[src/rtl/ram_fifo_ctrl.sv]
// Single-clock FIFO controller driving an external simple dual-port RAM.
// A 4-entry output buffer hides the RAM read latency so the stream runs at one word per cycle.
module ram_fifo_ctrl #(
  parameter int    DATA_WIDTH = 8,
  parameter int    ADDR_WIDTH = 9,
  parameter string OUTPUT_REG = "TRUE"
) (
  input  logic                  clk,
  input  logic                  rst,
  input  logic                  in_valid,
  output logic                  in_ready,
  input  logic [DATA_WIDTH-1:0] in_data,
  output logic                  out_valid,
  input  logic                  out_ready,
  output logic [DATA_WIDTH-1:0] out_data,
  output logic [ADDR_WIDTH+1:0] level,
  output logic                  ram_we,
  output logic [ADDR_WIDTH-1:0] ram_waddr,
  output logic [DATA_WIDTH-1:0] ram_wdata,
  output logic                  ram_re,
  output logic [ADDR_WIDTH-1:0] ram_raddr,
  input  logic [DATA_WIDTH-1:0] ram_rdata
);

  localparam int LAT = (OUTPUT_REG == "TRUE") ? 2 : 1;
  localparam int LW  = ADDR_WIDTH + 2;
  localparam logic [ADDR_WIDTH:0] DEPTH = {1'b1, {ADDR_WIDTH{1'b0}}};

  logic [ADDR_WIDTH-1:0] wptr;
  logic [ADDR_WIDTH-1:0] rptr;
  logic [ADDR_WIDTH:0]   ram_used;
  logic [ADDR_WIDTH:0]   ram_used_nxt;
  logic [LAT-1:0]        rd_pipe;
  logic [LAT-1:0]        rd_pipe_nxt;
  logic [2:0]            inflight;
  logic [2:0]            inflight_nxt;
  logic [2:0]            obuf_count;
  logic [2:0]            obuf_count_nxt;
  logic [1:0]            obuf_head;
  logic [1:0]            obuf_tail;
  logic [DATA_WIDTH-1:0] obuf_mem [4];
  logic                  wr;
  logic                  rd;
  logic                  cap;
  logic                  pop;

  // Reads are only issued when the buffer is guaranteed room for every word already in flight.
  always_comb begin
    in_ready = (ram_used != DEPTH) && !rst;
    wr       = in_valid && in_ready;

    inflight = '0;
    for (int i = 0; i < LAT; i++) begin
      inflight = inflight + 3'(rd_pipe[i]);
    end

    rd        = (ram_used != '0) && ((inflight + obuf_count) < 3'd4) && !rst;
    cap       = rd_pipe[LAT-1];
    out_valid = (obuf_count != '0) && !rst;
    pop       = out_valid && out_ready;
    out_data  = obuf_mem[obuf_head];

    ram_we    = wr;
    ram_waddr = wptr;
    ram_wdata = in_data;
    ram_re    = rd;
    ram_raddr = rptr;

    ram_used_nxt = ram_used;
    if (wr && !rd) begin
      ram_used_nxt = ram_used + 1'b1;
    end else if (rd && !wr) begin
      ram_used_nxt = ram_used - 1'b1;
    end

    rd_pipe_nxt  = LAT'({rd_pipe, rd});
    inflight_nxt = '0;
    for (int i = 0; i < LAT; i++) begin
      inflight_nxt = inflight_nxt + 3'(rd_pipe_nxt[i]);
    end

    obuf_count_nxt = obuf_count + 3'(cap) - 3'(pop);
  end

  always_ff @(posedge clk) begin
    if (rst) begin
      wptr       <= '0;
      rptr       <= '0;
      ram_used   <= '0;
      rd_pipe    <= '0;
      obuf_count <= '0;
      obuf_head  <= '0;
      obuf_tail  <= '0;
      level      <= '0;
    end else begin
      if (wr) begin
        wptr <= wptr + 1'b1;
      end
      if (rd) begin
        rptr <= rptr + 1'b1;
      end
      ram_used   <= ram_used_nxt;
      rd_pipe    <= rd_pipe_nxt;
      obuf_count <= obuf_count_nxt;
      if (cap) begin
        obuf_tail <= obuf_tail + 1'b1;
      end
      if (pop) begin
        obuf_head <= obuf_head + 1'b1;
      end
      level <= LW'(ram_used_nxt) + LW'(inflight_nxt) + LW'(obuf_count_nxt);
    end
  end

  // Buffer storage needs no reset: only entries counted by obuf_count are ever presented.
  always_ff @(posedge clk) begin
    if (cap) begin
      obuf_mem[obuf_tail] <= ram_rdata;
    end
  end

endmodule

[config.mk]
export PLATFORM = sky130hd
export DESIGN_NAME = ram_fifo_ctrl
export DESIGN_NICKNAME = d
export VERILOG_FILES = /design/src/rtl/ram_fifo_ctrl.sv
export SDC_FILE = /design/constraint.sdc
export NUM_CORES = 1
export LEC_CHECK = 0
export ABC_AREA = 1
export CAP_MARGIN = 40
export CORE_ASPECT_RATIO = 0.5
export CORE_MARGIN = 10
export CORE_UTILIZATION = 50
export CTS_BUF_LIST = sky130_fd_sc_hd__clkbuf_8
export DETAILED_ROUTE_END_ITERATION = 6
export DONT_BUFFER_PORTS = 1
export PLACE_DENSITY = 0.74
export SYNTH_ARGS = -nofsm -noshare
export SYNTH_HDL_FRONTEND = slang
export SYNTH_SLANG_ARGS = --single-unit
[constraint.sdc]
create_clock -name clk -period 11.7 [get_ports clk]
set_input_delay 1.755 -clock clk [delete_from_list [all_inputs] [get_ports clk]]
set_output_delay 1.755 -clock clk [all_outputs]
set_load 0.02 [all_outputs]
==> results.cfg, run 1 <==
[logic_synthesis]
post-synth-top-area-fraction_pct = 24.29
synth_top_family_by_area = simple AND/OR/NAND/NOR gates
synth_cell_types = 37
ys.flop_type = dfxtp_1
synth_edf_count = 32
ys_seq_area_share_pct = 47.62
yosys.area_share.simple_pct = 24.14
yosys_warnings = 0
syn_inst = 480
synthTopCellsByArea = dfxtp_1 24%, edfxtp_1 23%, nand2_1 6.2%
synth_fa_ha_area_share_pct = 6.620
synth_fp_nets = 520
ys_async_sr_fraction_pct = 0
synthXorXnorAreaFrac_pct = 2.551
muxShareOfSynthArea_pct = 0
synth_area_mm2 = 0.004120
synth_seq_cells = 82
synth_top_area_cell = dfxtp_1
synth_area_per_cell_um2 = 8.584
synth-compound-area-share_pct = 10.02

[timing]
fin_skew_ps = 7.352
fin_crit_sh_pct = 45.03
max_freq_ghz = 0.1898
holdWs_ps = 465.9
report.final.hold_viol_count = 0
finalSetupViolations = 0
period_needed_ps = 5268
worstMarginPinSlew_ps = 599.1
slew_headroom_pct = 59.87
final-max-slew-violation-count = 0
setup-tns-final_ps = 0
rsz0062_at_grt = false

[detailed_routing]
met1Wirelength_mm = 3.548
wl_per_cell_um = 13.77
route.met3.wl_um = 448
top_layer_used = met4
ant_nets = 0
first_pass_iters = 4
viasPerCell = 5.036
vias = 2971
remaining_drc_errors = 0
routed_wl_mm = 8.122
drt_iter0_drc = 143
met2WireLength_mm = 4.032

[layout]
seqCellArea_mm2 = 0.001962
diodes = 0
final_nets = 513
area_growth_pct = 5.375
drive_gt1_share_pct = 11.51
final_cells = 590
fillers = 727
multi_input_area_mm2 = 0.001785
final_cell_area_mm2 = 0.004342

[floorplanning]
dieArea_mm2 = 0.01249
ios = 69
coreArea_mm2 = 0.008000
start_util_pct = 51.50
die_h_um = 84.19
die_w_um = 148.4
rows = 23

[global_route]
grt_start_max_net_pins = 31
grt-ovfl-total = 0
grtUsageTotal_pct = 13.77
grt_pass1_vias = 2870
antenna_found_initial = 0
grt_pass1_wl_mm = 13.93

[cts]
cts_tree = yes
hold_buffers = 0
root_buffer = clkbuf_8
cts_resized = 0
h-tree-depth = 3
clkLatencyLatePin_ps = 370
clock_path_buffers = 2
cts.clk_slew.worst_paths_ps = 80
cts_sinks = 82
post-cts-setup-buffer-count = 0
cts_made_buffers = 9

[flow_run]
max-cap-violations = 0

[placed_design]
dp_hpwl_mm = 5.895
place_congestion = 0.7960
dp_cells = 574
placed_area_mm2 = 0.004146
portBuffers = 0

[setup_path]
ff2ff_path_depth = 24
crit_type = in2reg
worstSetupEndpointType = flip-flop
startpoint_type = input port
crit_start = rst
critPathMaxFanout = 30
r2r_start = obuf_count[1]$_SDFF_PP0_
cp.arrival_ps = 5530
critical_path_required_ps = 11960

[run_status]
status = finished clean

[power_and_ir_drop]
leakagePower_nw = 1.835
p_total_w = 0.001095
p_per_area_mw_per_mm2 = 252.3
peakVddDrop_mv = 0.1177

[worst_hold_path]
hp-start = rd_pipe[0]$_SDFF_PP0_
hold_class = reg2reg
hold_depth = 2
==> layout make-up <==
type	instances	area share, %
clock buffers	9	2.853
clock inverters	7	1.643
inverters	69	5.965
multi-input cells	311	41.12
flip-flops and latches	82	45.19
well taps	112	3.228
==> layer usage <==
metal | track usage, % | up-vias
met1 | 15.34 | 1359
li1 | - | 1541
met4 | 4.741 | 0
met2 | 23.51 | 60
met3 | 5.621 | 11
met5 | 0 | -
==> through the flow <==
| step | utilization, % | setup slack, ps |
|---|---|---|
| CTS | 54.27 | 6457 |
| global placement | 51.83 | 6207 |
| floorplan | - | 6264 |
| detailed placement | 51.83 | 6063 |
| finish | 54.27 | 6432 |
| global route | 54.27 | 6200 |
==> cells by family after synthesis <==
family / after synthesis
compound gates: 76
xor+xnor: 12
fa+ha+maj: 20
buf+inv: 87
flops: 82
simple gates: 203
==> layout by cell type, fill, tap and decap left out, types with 10 or more instances in the layout <==
cell type,count
a21oi_1,25
dfxtp_1,50
edfxtp_1,32
ha_1,17
inv_1,63
nand2_1,68
nand2_2,11
nand3_1,20
nand4_1,10
nor2_1,66
o21ai_0,31
xor2_1,11
==> cell usage after synthesis, types with 4 or more instances <==
library cell and instances:
nand2_1 68, nor2_1 66, inv_1 61, dfxtp_1 50, edfxtp_1 32, o21ai_0 31, a21oi_1 25, nand3_1 20
ha_1 17, nand2_2 11, xor2_1 11, nand4_1 10, o22ai_1 9, buf_4 8, inv_2 7, nor2_4 7
clkbuf_1 5, nor2_2 5, o21a_1 5, a31oi_1 4, nand3_2 4, nor3_1 4
==> flip-flops by register name, indices dropped and copies added (netlist names), named ones only <==
signal / count
ram_waddr: 9
obuf_count: 3
level: 11
rd_pipe: 2
obuf_head: 2
ram_raddr: 9
obuf_mem: 32
obuf_tail: 2
ram_used: 10
==> power by group <==
| group | total, W | internal, W | switching (W) | leakage [nW] |
|---|---|---|---|---|
| sequential | 0.000414 | 0.000347 | 0.0000669 | 0.698 |
| combinational | 0.000481 | 0.000170 | 0.000311 | 1.03 |
| clock | 0.000201 | 0.0000984 | 0.000103 | 0.102 |
| total | 0.00110 | 0.000615 | 0.000481 | 1.83 |
==> worst max-delay path: stages <==
cell     delay [ps]
a31oi_1         460
nand2_1         130
inv_1           100
ha_1            220
inv_1            50
ha_1            130
inv_1            50
fa_1            360
xor2_1          170
xor2_1          210
inv_1            70
ha_1            280
ha_1            350
a21oi_1         140
inv_1            60
a31oi_1         260
nor2_1           70
nor2_1          230
inv_1            80
nand4_1         100
nor2_1           70
a21oi_1         120
nor2_1           50
==> path summary, 6_finish.rpt <==
check,end,slack [ps]
max,level[7]$_SDFF_PP0_,6430
max reg2reg,level[7]$_SDFF_PP0_,7340
min reg2reg,rd_pipe[1]$_SDFF_PP0_,470
min,rd_pipe[1]$_SDFF_PP0_,470
Note: power is estimated with default switching activity, not from simulation.
==> run 2: changes to the inputs <==
==> constraint.sdc (replaced) <==
create_clock -name clk -period 5.1 [get_ports clk]
set_input_delay 0.765 -clock clk [delete_from_list [all_inputs] [get_ports clk]]
set_output_delay 0.765 -clock clk [all_outputs]
set_load 0.02 [all_outputs]
==> results.cfg, run 2 (synthesis gave the netlist of run 1 again) <==
[detailed_routing]
remaining_drc_errors = 0
wl_per_cell_um = 13.60
ant_nets = 0
first_pass_iters = 4
vias = 3021
viasPerCell = 5.103
drt_iter0_drc = 198
routed_wl_mm = 8.050

[layout]
top_register = obuf_mem
diodes = 0
layout_commonest_cell = nand2_1
area_growth_pct = 6.256
multi_input_area_mm2 = 0.001785
reg_top3 = obuf_mem x32, level x11, ram_used x10
final_cell_mix = 68 x nand2_1, 66 x nor2_1, 62 x inv_1
fillers = 719
final_cell_area_mm2 = 0.004378
final_nets = 515
seqCellArea_mm2 = 0.001962
largest_reg_flops = 32
drive_gt1_share_pct = 11.88

[flow_run]
max-cap-violations = 0

[cts]
post-cts-setup-buffer-count = 0
clock_path_buffers = 2
cts_resized = 0
cts_sinks = 82
h-tree-depth = 3
root_buffer = clkbuf_8
cts_tree = yes
hold_buffers = 0
clkLatencyLatePin_ps = 360
cts.clk_slew.worst_paths_ps = 80
cts_made_buffers = 9

[global_route]
grtUsageTotal_pct = 13.55
grt_pass1_vias = 2875
grt-ovfl-total = 0
grt_start_max_net_pins = 31
antenna_found_initial = 0
grt_pass1_wl_mm = 13.75

[placed_design]
place_congestion = 0.7970
pre_cts_ws_ps = 830.6
placed_area_mm2 = 0.004161
portBuffers = 0
dp_hpwl_mm = 5.864

[setup_path]
ff2ff_path_depth = 22
critical_path_required_ps = 5360
cp.arrival_ps = 4360
r2r_slack_ps = 1000
crit_type = reg2reg
r2r_start = ram_used[0]$_SDFF_PP0_
startpoint_type = flip-flop
critPathMaxFanout = 12
worstSetupEndpointType = flip-flop
r2r_end = level[8]$_SDFF_PP0_

[worst_hold_path]
hold_class = reg2reg
hold_depth = 2
hp-start = rd_pipe[0]$_SDFF_PP0_
hold-path-endpoint = rd_pipe[1]$_SDFF_PP0_

[floorplanning]
coreArea_mm2 = 0.008000
rows = 23
dieArea_mm2 = 0.01249
die_h_um = 84.19
die_w_um = 148.4
start_util_pct = 51.50
ios = 69

[timing]
setup-tns-final_ps = 0
fin_crit_sh_pct = 80.31
worstMarginPinSlew_ps = 542.2
slew_headroom_pct = 63.80
fin_skew_ps = 6.609
report.final.hold_viol_count = 0
period_needed_ps = 4096
finalSetupViolations = 0
timing.final.ws_setup_ps = 1004
rsz0062_at_grt = false
final-max-slew-violation-count = 0
max_freq_ghz = 0.2441

[power_and_ir_drop]
peakVddDrop_mv = 0.2346
p_per_area_mw_per_mm2 = 588.7
leakagePower_nw = 1.852

[run_status]
status = finished clean
run 2: per-layer routing:
| layer | global-route usage (%) | vias to the layer above | part of all wire (%) |
|---|---|---|---|
| met4 | 4.562 | 0 | 1.6 |
| met1 | 14.90 | 1403 | 43 |
| met5 | 0 | - | 0 |
| li1 | - | 1543 | - |
| met2 | 22.82 | 60 | 49 |
| met3 | 6.317 | 15 | 6.1 |
run 2: worst max path at each step:
stage	startpoint	to	slack [ps]	cells after the start
3_5_place_dp	rst	level[7]$_SDFF_PP0_	830	23
4_1_cts	ram_used[0]$_SDFF_PP0_	level[8]$_SDFF_PP0_	1000	22
5_1_grt	ram_used[0]$_SDFF_PP0_	level[7]$_SDFF_PP0_	560	22
2_1_floorplan	rst	level[7]$_SDFF_PP0_	650	24
6_report	ram_used[0]$_SDFF_PP0_	level[8]$_SDFF_PP0_	1000	22
3_3_place_gp	rst	level[7]$_SDFF_PP0_	960	23
run 2: layout make-up:
class | instances | share of cell area, %
clock inverters | 7 | 2.115
repair buffers | 2 | 0.3430
multi-input cells | 311 | 40.78
flip-flops and latches | 82 | 44.81
clock buffers | 9 | 2.829
well taps | 112 | 3.201
inverters | 69 | 5.916
run 2: through the flow:
stage          cells  hold WS (ps)  util, %  power (W)
6_report         592         453.0    54.72   0.002577
4_1_cts          592         437.5    54.72   0.002605
3_3_place_gp     576         440.7    52.02   0.002051
3_5_place_dp     576         453.5    52.02   0.002090
5_1_grt          592         427.3    54.72   0.002817
2_1_floorplan    480         424.9        -   0.001873
run 2: critical path, cell delays in order (launching register included):
cell and delay [ps]:
dfxtp_1 440, inv_1 90, ha_1 260, nand2_2 110, nor2_4 50, nand3_2 100
nand3_2 250, inv_1 400, nor2_4 90, nor2_1 170, xor2_1 240, fa_1 460
inv_1 70, ha_1 200, fa_1 230, nand3_1 80, and2_1 200, inv_1 70
nand4_1 150, nor2_2 160, nand3_2 90, nand2_1 60, nor2_1 40
run 2: power breakdown:
group | internal [W] | switching (W) | leakage, nW
Sequential | 0.000796 | 0.000153 | 0.698
Clock | 0.000275 | 0.000232 | 0.109
Combinational | 0.000397 | 0.000725 | 1.04
Total | 0.00147 | 0.00111 | 1.85
==> run 3: changes to the inputs <==
--- a/config.mk
+++ b/config.mk
@@ -13,7 +13,7 @@
 export CTS_BUF_LIST = sky130_fd_sc_hd__clkbuf_8
 export DETAILED_ROUTE_END_ITERATION = 6
 export DONT_BUFFER_PORTS = 1
-export PLACE_DENSITY = 0.74
+export PLACE_DENSITY = 0.77
 export SYNTH_ARGS = -nofsm -noshare
 export SYNTH_HDL_FRONTEND = slang
 export SYNTH_SLANG_ARGS = --single-unit
==> constraint.sdc (replaced) <==
create_clock -name clk -period 3.6 [get_ports clk]
set_input_delay 0.54 -clock clk [delete_from_list [all_inputs] [get_ports clk]]
set_output_delay 0.54 -clock clk [all_outputs]
set_load 0.02 [all_outputs]
==> results.cfg, run 3 (synthesis gave the netlist of run 1 again) <==
[run_status]
status = finished clean

[cts]
cts_made_buffers = 9
cts.clk_slew.worst_paths_ps = 90
h-tree-depth = 3
clock_path_buffers = 2
cts_tree = yes
root_buffer = clkbuf_8
cts_sinks = 82
clkLatencyLatePin_ps = 370

[layout]
final_cell_mix = 67 x nand2_1, 63 x nor2_1, 55 x inv_1
multi_input_area_mm2 = 0.001936
area_growth_pct = 14.64
final_nets = 535
layout_commonest_cell = nand2_1
diodes = 0
seqCellArea_mm2 = 0.001967
final_cell_area_mm2 = 0.004723
drive_gt1_share_pct = 22.00
largest_reg_flops = 32
fillers = 672
top_register = obuf_mem
reg_top3 = obuf_mem x32, level x11, ram_used x10
final_cells = 612

[detailed_routing]
routed_wl_mm = 8.876
remaining_drc_errors = 0
drt_iter0_drc = 286
first_pass_iters = 4
ant_nets = 0
viasPerCell = 5.126
wl_per_cell_um = 14.50
vias = 3137

[floorplanning]
coreArea_mm2 = 0.008000
start_util_pct = 51.50
ios = 69
die_w_um = 148.4
die_h_um = 84.19
rows = 23
dieArea_mm2 = 0.01249

[setup_path]
crit_start = obuf_count[2]$_SDFF_PP0_
r2r_start = obuf_count[2]$_SDFF_PP0_
r2r_slack_ps = 120
startpoint_type = flip-flop
crit_path_end = level[7]$_SDFF_PP0_
worstSetupEndpointType = flip-flop
ff2ff_path_depth = 24
critPathMaxFanout = 4
r2r_end = level[7]$_SDFF_PP0_
crit_type = reg2reg
critical_path_required_ps = 3870
cp.arrival_ps = 3750

[timing]
max_freq_ghz = 0.2874
slew_headroom_pct = 63.41
fin_skew_ps = 15.65
worstMarginPinSlew_ps = 548.1
rsz0062_at_grt = true
holdWs_ps = 236.8
final-max-slew-violation-count = 0
finalSetupViolations = 0
timing.final.ws_setup_ps = 120.0
setup-tns-final_ps = 0
report.final.hold_viol_count = 0
fin_crit_sh_pct = 96.67
period_needed_ps = 3480

[worst_hold_path]
hold_class = in2reg

[power_and_ir_drop]
leakagePower_nw = 1.972
p_per_area_mw_per_mm2 = 905.8
peakVddDrop_mv = 0.4059

[placed_design]
dp_hpwl_mm = 6.198
pre_cts_ws_ps = -72.11
portBuffers = 0
dp_cells = 590
placed_area_mm2 = 0.004315
place_congestion = 0.8298

[global_route]
grt_start_max_net_pins = 31
grtUsageTotal_pct = 14.30
antenna_found_initial = 0
grt-ovfl-total = 0
grt_pass1_wl_mm = 14.59
grt_pass1_vias = 3131

[flow_run]
max-cap-violations = 0
## run 3: changes by cell type in the layout (fill, tap and decap cells not counted), sizes merged
cell,delta
clkinvlp,-1
clkinv,-1
bufinv,+1
buf,+20
inv,+1
## run 3: per-stage QoR
stage	power (W)	utilization (%)
after floorplan	0.002752	-
after global placement	0.003093	53.94
after detailed placement	0.003160	53.94
after CTS	0.004028	57.23
after global routing	0.004597	59.04
final	0.004279	59.04
## run 3: worst min path at each step
stage	from	to	slack (ps)	depth (start not counted)
after global routing	rst	level[10]$_SDFF_PP0_	220	1
final	rst	ram_waddr[0]$_SDFFE_PP0P_	240	1
after CTS	rst	ram_used[8]$_SDFF_PP0_	220	1
after floorplan	rd_pipe[0]$_SDFF_PP0_	rd_pipe[1]$_SDFF_PP0_	420	2
after detailed placement	rd_pipe[0]$_SDFF_PP0_	rd_pipe[1]$_SDFF_PP0_	470	2
after global placement	rd_pipe[0]$_SDFF_PP0_	rd_pipe[1]$_SDFF_PP0_	450	2
## run 3: what timing repair did
action	in CTS	in global routing
hold endpoints to repair	0	0
resized for setup	2	28
hold buffers	0	0
setup buffers	0	6
endpoints found under the setup margin	1	7
pin swaps	1	17
## run 3: where the power goes
part | switching (W) | internal (W)
registers | 0.000207 | 0.00113
logic | 0.00123 | 0.000870
clock network | 0.000365 | 0.000475
## run 3: critical path, stage by stage (launching register included)
cell and delay, ps:
dfxtp_2 350, inv_2 50, a31oi_4 160, nand2_2 70, inv_2 80, ha_4 200
inv_4 50, ha_4 120, inv_2 40, fa_2 390, xor2_2 190, xor2_1 210
inv_1 100, ha_4 280, ha_4 210, a21oi_2 120, inv_1 60, a31oi_2 180
nor2_1 70, nor2_2 110, inv_1 50, nand4_1 90, nor2_2 60, a21oi_2 130
nor2_1 50
## run 3: metal layers
| metal | track usage, % | routed length [um] | vias up | share of wire, % |
|---|---|---|---|---|
| met2 | 26.10 | 4574 | 90 | 52 |
| met4 | 5.725 | 176 | 0 | 2.0 |
| met5 | 0 | 0 | - | 0 |
| met3 | 4.283 | 578 | 14 | 6.5 |
| met1 | 15.22 | 3546 | 1444 | 40 |
| li1 | - | - | 1589 | - |
## run 3: final cells by class
type,instances,area share (%)
tap,112,2.967
sequential,82,41.64
clock inverter,7,2.755
inverter,69,5.536
timing repair buffer,22,3.497
multi-input combinational,311,40.98
clock buffer,9,2.623
==> variant 1: new RTL, flow settings as in run 3 <==
Put one more register stage on the output `level`, without a reset. The value now appears one clock later. The other outputs are not delayed to match.
--- a/src/rtl/ram_fifo_ctrl.sv
+++ b/src/rtl/ram_fifo_ctrl.sv
@@ -27,2 +27,4 @@
   localparam logic [ADDR_WIDTH:0] DEPTH = {1'b1, {ADDR_WIDTH{1'b0}}};
+
+  logic [ADDR_WIDTH+1:0] level_s0;
 
@@ -93,3 +95,3 @@
       obuf_tail  <= '0;
-      level      <= '0;
+      level_s0   <= '0;
     end else begin
@@ -110,3 +112,3 @@
       end
-      level <= LW'(ram_used_nxt) + LW'(inflight_nxt) + LW'(obuf_count_nxt);
+      level_s0 <= LW'(ram_used_nxt) + LW'(inflight_nxt) + LW'(obuf_count_nxt);
     end
@@ -121,2 +123,6 @@
 
+  always_ff @(posedge clk) begin
+    level <= level_s0;
+  end
+
 endmodule
Formal check against the unedited RTL: not equivalent (a bounded check fails within 4 cycles, from zero or initial values and one cycle with rst high).
==> variant 1 against run 3 <==
  * Setup slack better by 0.088 ns
  * Critical endpoint is now level_s0[7]
  * Power is 5.1% lower
  * Worst hold slack better by 0.0041 ns
  * Sequential cell count is 11 higher
  * Area after synthesis is 5.2% higher
  * Final area is 0.42% lower
  * Largest cell class unchanged
  * Clock skew is 0.0096 ns lower
  * Wire length is 4.4% lower
==> variant 1: results (changes against run 3) <==
[run_status]
status = finished clean

[route]
via_per_inst = 5.03  ; -2.0%
routedWlPerCell_um = 13.6  ; -6.3%
wl_met2_um = 3670  ; -20%
wl_met1_um = 3830  ; +8.0%
firstDrtPassIters = 5  ; +1
wirelength_um = 8480  ; -4.4%
drt_iter0_drc = 209  ; -27%
route.met3.wl_um = 871  ; +51%

[critical_path]
reg2reg_depth = 23  ; -4.2%
reg2reg_from = obuf_count[1]
cp_slowest_cell = dfxtp_4
rrSetupSlack_ns = 0.21  ; +0.09 ns
arrival_ns = 3.65  ; -0.10 ns

[yosys]
yosys.cell_types.count = 36  ; -2.7%
synth_xor_area_frac = 0.0222  ; -0.00329
syn_avg_cell_area_um2 = 8.60  ; +0.21%
synth_compound_area_frac = 0.0958  ; -0.00440
yosysWarnings = 0  ; unchanged
synth_area_leaders = dfxtp_1 (28%), edfxtp_1 (22%), nand2_1 (6.8%), nor2_1 (6.4%), inv_1 (5.7%)
synth_fa_ha_area_frac = 0.0629  ; -0.00329
synth_seq_area_share = 0.503  ; +0.0272
synth_nets = 544  ; +4.6%

[worst_hold_path]
hold_end = ram_used[8]

[grt]
grt.met3_usage = 0.0634  ; +0.0206
grt_pass1_vias = 2981  ; -4.8%
met1_usage = 0.163  ; +0.0106
grt_max_degree = 26  ; -16%
grt_usage = 0.136  ; -0.00722
grt_pass1_wl_um = 14100  ; -3.1%

[placed_design]
pre_cts_ws_ns = 0.0747  ; +0.147 ns
post-dp-hpwl_um = 6150  ; -0.71%
place_inst = 606  ; +2.7%
place_area_um2 = 4460  ; +3.4%
gp_congestion = 0.928  ; +12%

[final_layout]
final_layout_size_suffix_gt1_frac = 0.139  ; -0.0813
area_growth_pct = 8.48
fillers = 760  ; +13%
final_nets = 547  ; +2.2%
reg.largest.list = obuf_mem x32, level x11, level_s0 x11

[power]
p_int_mw = 2.30  ; -7.3%
leakagePower_nw = 1.96  ; -0.58%
irDropWorstVdd_mv = 0.325  ; -20%

[sta]
finalHoldWorstSlack_ns = 0.241  ; +0.00413 ns
clock_skew_ns = 0.00608  ; -0.00957 ns

[clock_network]
cts_resized = 0  ; -2

==> variant 1: worst max path at each step <==
stage                              to     startpoint  slack [ns]
final                     level_s0[7]  obuf_count[1]        0.21
after global routing      level_s0[5]  obuf_count[1]       -0.02
after CTS                 level_s0[7]  obuf_count[1]        0.04
after detailed placement  level_s0[7]  obuf_count[1]        0.07
after global placement    level_s0[7]            rst        0.14
after floorplan           level_s0[7]            rst        0.01
==> variant 1: power by group through the flow <==
stage,Sequential (mW),Combinational [mW],Clock [mW]
after floorplan,1.51,1.49,0
after global placement,1.57,1.74,0
after detailed placement,1.57,1.77,0
after CTS,1.55,1.78,0.637
after global routing,1.58,2.17,0.687
final,1.55,1.89,0.616
==> variant 1: cell type report <==
cell class | instances | area share
Multi-Input combinational cell | 321 | 0.392
Tap cell | 112 | 0.0298
Timing Repair Buffer | 11 | 0.0184
Inverter | 71 | 0.0577
Clock buffer | 9 | 0.0263
Clock inverter | 7 | 0.0109
Sequential cell | 93 | 0.465
==> variant 2: new RTL, settings of run 3 <==
Without the edit above. Change the parameter `DATA_WIDTH` from 8 to 7.
--- a/src/rtl/ram_fifo_ctrl.sv
+++ b/src/rtl/ram_fifo_ctrl.sv
@@ -3,3 +3,3 @@
 module ram_fifo_ctrl #(
-  parameter int    DATA_WIDTH = 8,
+  parameter int    DATA_WIDTH = 7,
   parameter int    ADDR_WIDTH = 9,
Interface: changed (resized in_data, out_data, ram_rdata and ram_wdata); port bits go from 69 to 65. The function was not compared with the original's and may differ.
==> variant 2 against run 3 <==
  * Setup slack better by 0.069 ns
  * First-iteration DRC count is 34% lower
  * Area after synthesis is 3.4% lower
  * Power is 4.2% lower
  * Final area is 5.4% lower
  * Sequential cell count is 4 lower
  * Wire length is 8.8% lower
==> variant 2: results (changes against run 3) <==
[yosys]
synth-edff-count = 28  ; -13%
synth_nets = 499  ; -4.0%
yosysWarnings = 0  ; unchanged
synth_seq_area_share = 0.463  ; -0.0136
ys_top_cells_by_count = nand2_1 (68), nor2_1 (64), inv_1 (62)
yosys.cell_types.count = 43  ; +16%
synth_area_leaders = dfxtp_1 (25%), edfxtp_1 (21%), nand2_1 (6.4%), nor2_1 (6.0%), inv_1 (5.8%)
async_flop_share = 0  ; unchanged

[critical_path]
reg2reg_to = level[8]
reg2reg_from = rd_pipe[0]
path_max_fanout = 5  ; +1
crit_path_max_incr_delay_ns = 0.51  ; +0.12 ns
cp_slowest_cell = fa_1
rrSetupSlack_ns = 0.19  ; +0.07 ns
reg2reg_depth = 21  ; -13%
arrival_ns = 3.66  ; -0.09 ns

[grt]
grt.met3_usage = 0.0525  ; +0.00966
grt_max_degree = 30  ; -3.2%
met1_usage = 0.151  ; -0.00116
grt_pass1_wl_um = 13100  ; -10%
grt_util_met2 = 0.220  ; -0.0410
grt_pass1_vias = 2600  ; -17%
grt_usage = 0.132  ; -0.0108

[route]
via_per_inst = 4.93  ; -3.9%
wirelength_um = 8100  ; -8.8%
drt_iter0_drc = 189  ; -34%

[worst_hold_path]
hold_end = obuf_count[1]
hp-class = input port to register

[placed_design]
gp_congestion = 0.894  ; +7.8%
post-dp-hpwl_um = 5770  ; -6.9%
pre_cts_ws_ns = 0.0373  ; +0.109 ns
numPortBuffers = 0  ; unchanged

[final_layout]
final_nets = 513  ; -4.1%
regMostFlops = obuf_mem
reg.largest.list = obuf_mem x28, level x11, ram_used x10
final_layout_size_suffix_gt1_frac = 0.180  ; -0.0405

[sta]
max_slew.worst_pin.slew_ns = 0.553  ; +0.00503 ns
clock_skew_ns = 0.00796  ; -0.00769 ns

[clock_network]
root_buffer = clkbuf_8
numCtsBuffers = 9  ; unchanged

[power]
irDropWorstVdd_mv = 0.443  ; +9.1%
leakagePower_nw = 1.94  ; -1.8%

[run_status]
status = finished clean

## variant 2: cell types whose count changed after synthesis, sizes merged, moves of 3 or more
cell	delta
nor2	-8
inv	-3
nand4	-5
o21ai	+3
xor2	+3
edfxtp	-4
a21oi	-7
nor3b	+5
## variant 2: cell families (layout without fill, tap and decap cells)
kind of cell | count (synthesis) | in the layout | synth area share
xor gates and xnor gates | 14 | 14 | 0.0308
muxes | 1 | 1 | 0.00377
DFF | 78 | 78 | 0.463
AOI/OAI and AO/OA | 70 | 70 | 0.0955
adders and majority gates | 20 | 20 | 0.0685
buffers and inverters | 81 | 99 | 0.0877
and+or+nand+nor | 197 | 197 | 0.251
## variant 2: final cells by class
type                            instances  area (µm²)
Clock buffer                            9         124
Clock inverter                          6        86.3
Fill cell                             670        3070
Inverter                               65         246
Multi-Input combinational cell        302        1890
Sequential cell                        78        1850
Tap cell                              108         135
Timing Repair Buffer                   19         143
## variant 2: critical path, delay by kind of cell (launching register included)
kind	cells	cell delay, ns
compound gates	1	0.15
simple gates	12	1.07
xor+xnor	1	0.18
buf+inv	3	0.19
flops	1	0.34
fa+ha+maj	4	1.36
## variant 2: routing by layer
layer  up-vias  part of all wire
met5         -                 0
met4         0            0.0098
met3        10             0.059
met2        45              0.50
met1      1322              0.43
li1       1516                 -
## variant 2: where the power goes
| part | total, mW | internal (mW) | leakage (nW) | switching (mW) |
|---|---|---|---|---|
| Sequential | 1.32 | 1.09 | 0.664 | 0.231 |
| Clock | 0.707 | 0.386 | 0.103 | 0.322 |
| Combinational | 2.07 | 0.840 | 1.17 | 1.23 |
| Total | 4.10 | 2.32 | 1.94 | 1.78 |
## variant 2: metrics by stage
step	std cells	instance area, µm²	TNS, ns	hold WS, ns
CTS	583	4380	0	0.223
global placement	568	4170	0	0.445
finish	587	4470	0	0.232
detailed placement	568	4170	0	0.447
floorplan	461	4030	0	0.425
global route	587	4470	-0.0474	0.212
## variant 2: worst max-delay path by stage
stage / from / to / slack [ns] / depth (start not counted)
floorplan: rst / level[7] / 0.009 / 24
global placement: rst / level[7] / 0.14 / 23
detailed placement: rst / level[7] / 0.04 / 23
CTS: obuf_count[2] / level[7] / 0.07 / 24
global route: rd_pipe[0] / level[7] / -0.03 / 24
finish: rd_pipe[0] / level[8] / 0.19 / 21
## variant 2: repair_timing
action,4_1_cts,5_1_grt
resized for setup,0,18
setup buffers,0,4
endpoints found under the setup margin,0,7
hold endpoints to repair,0,0
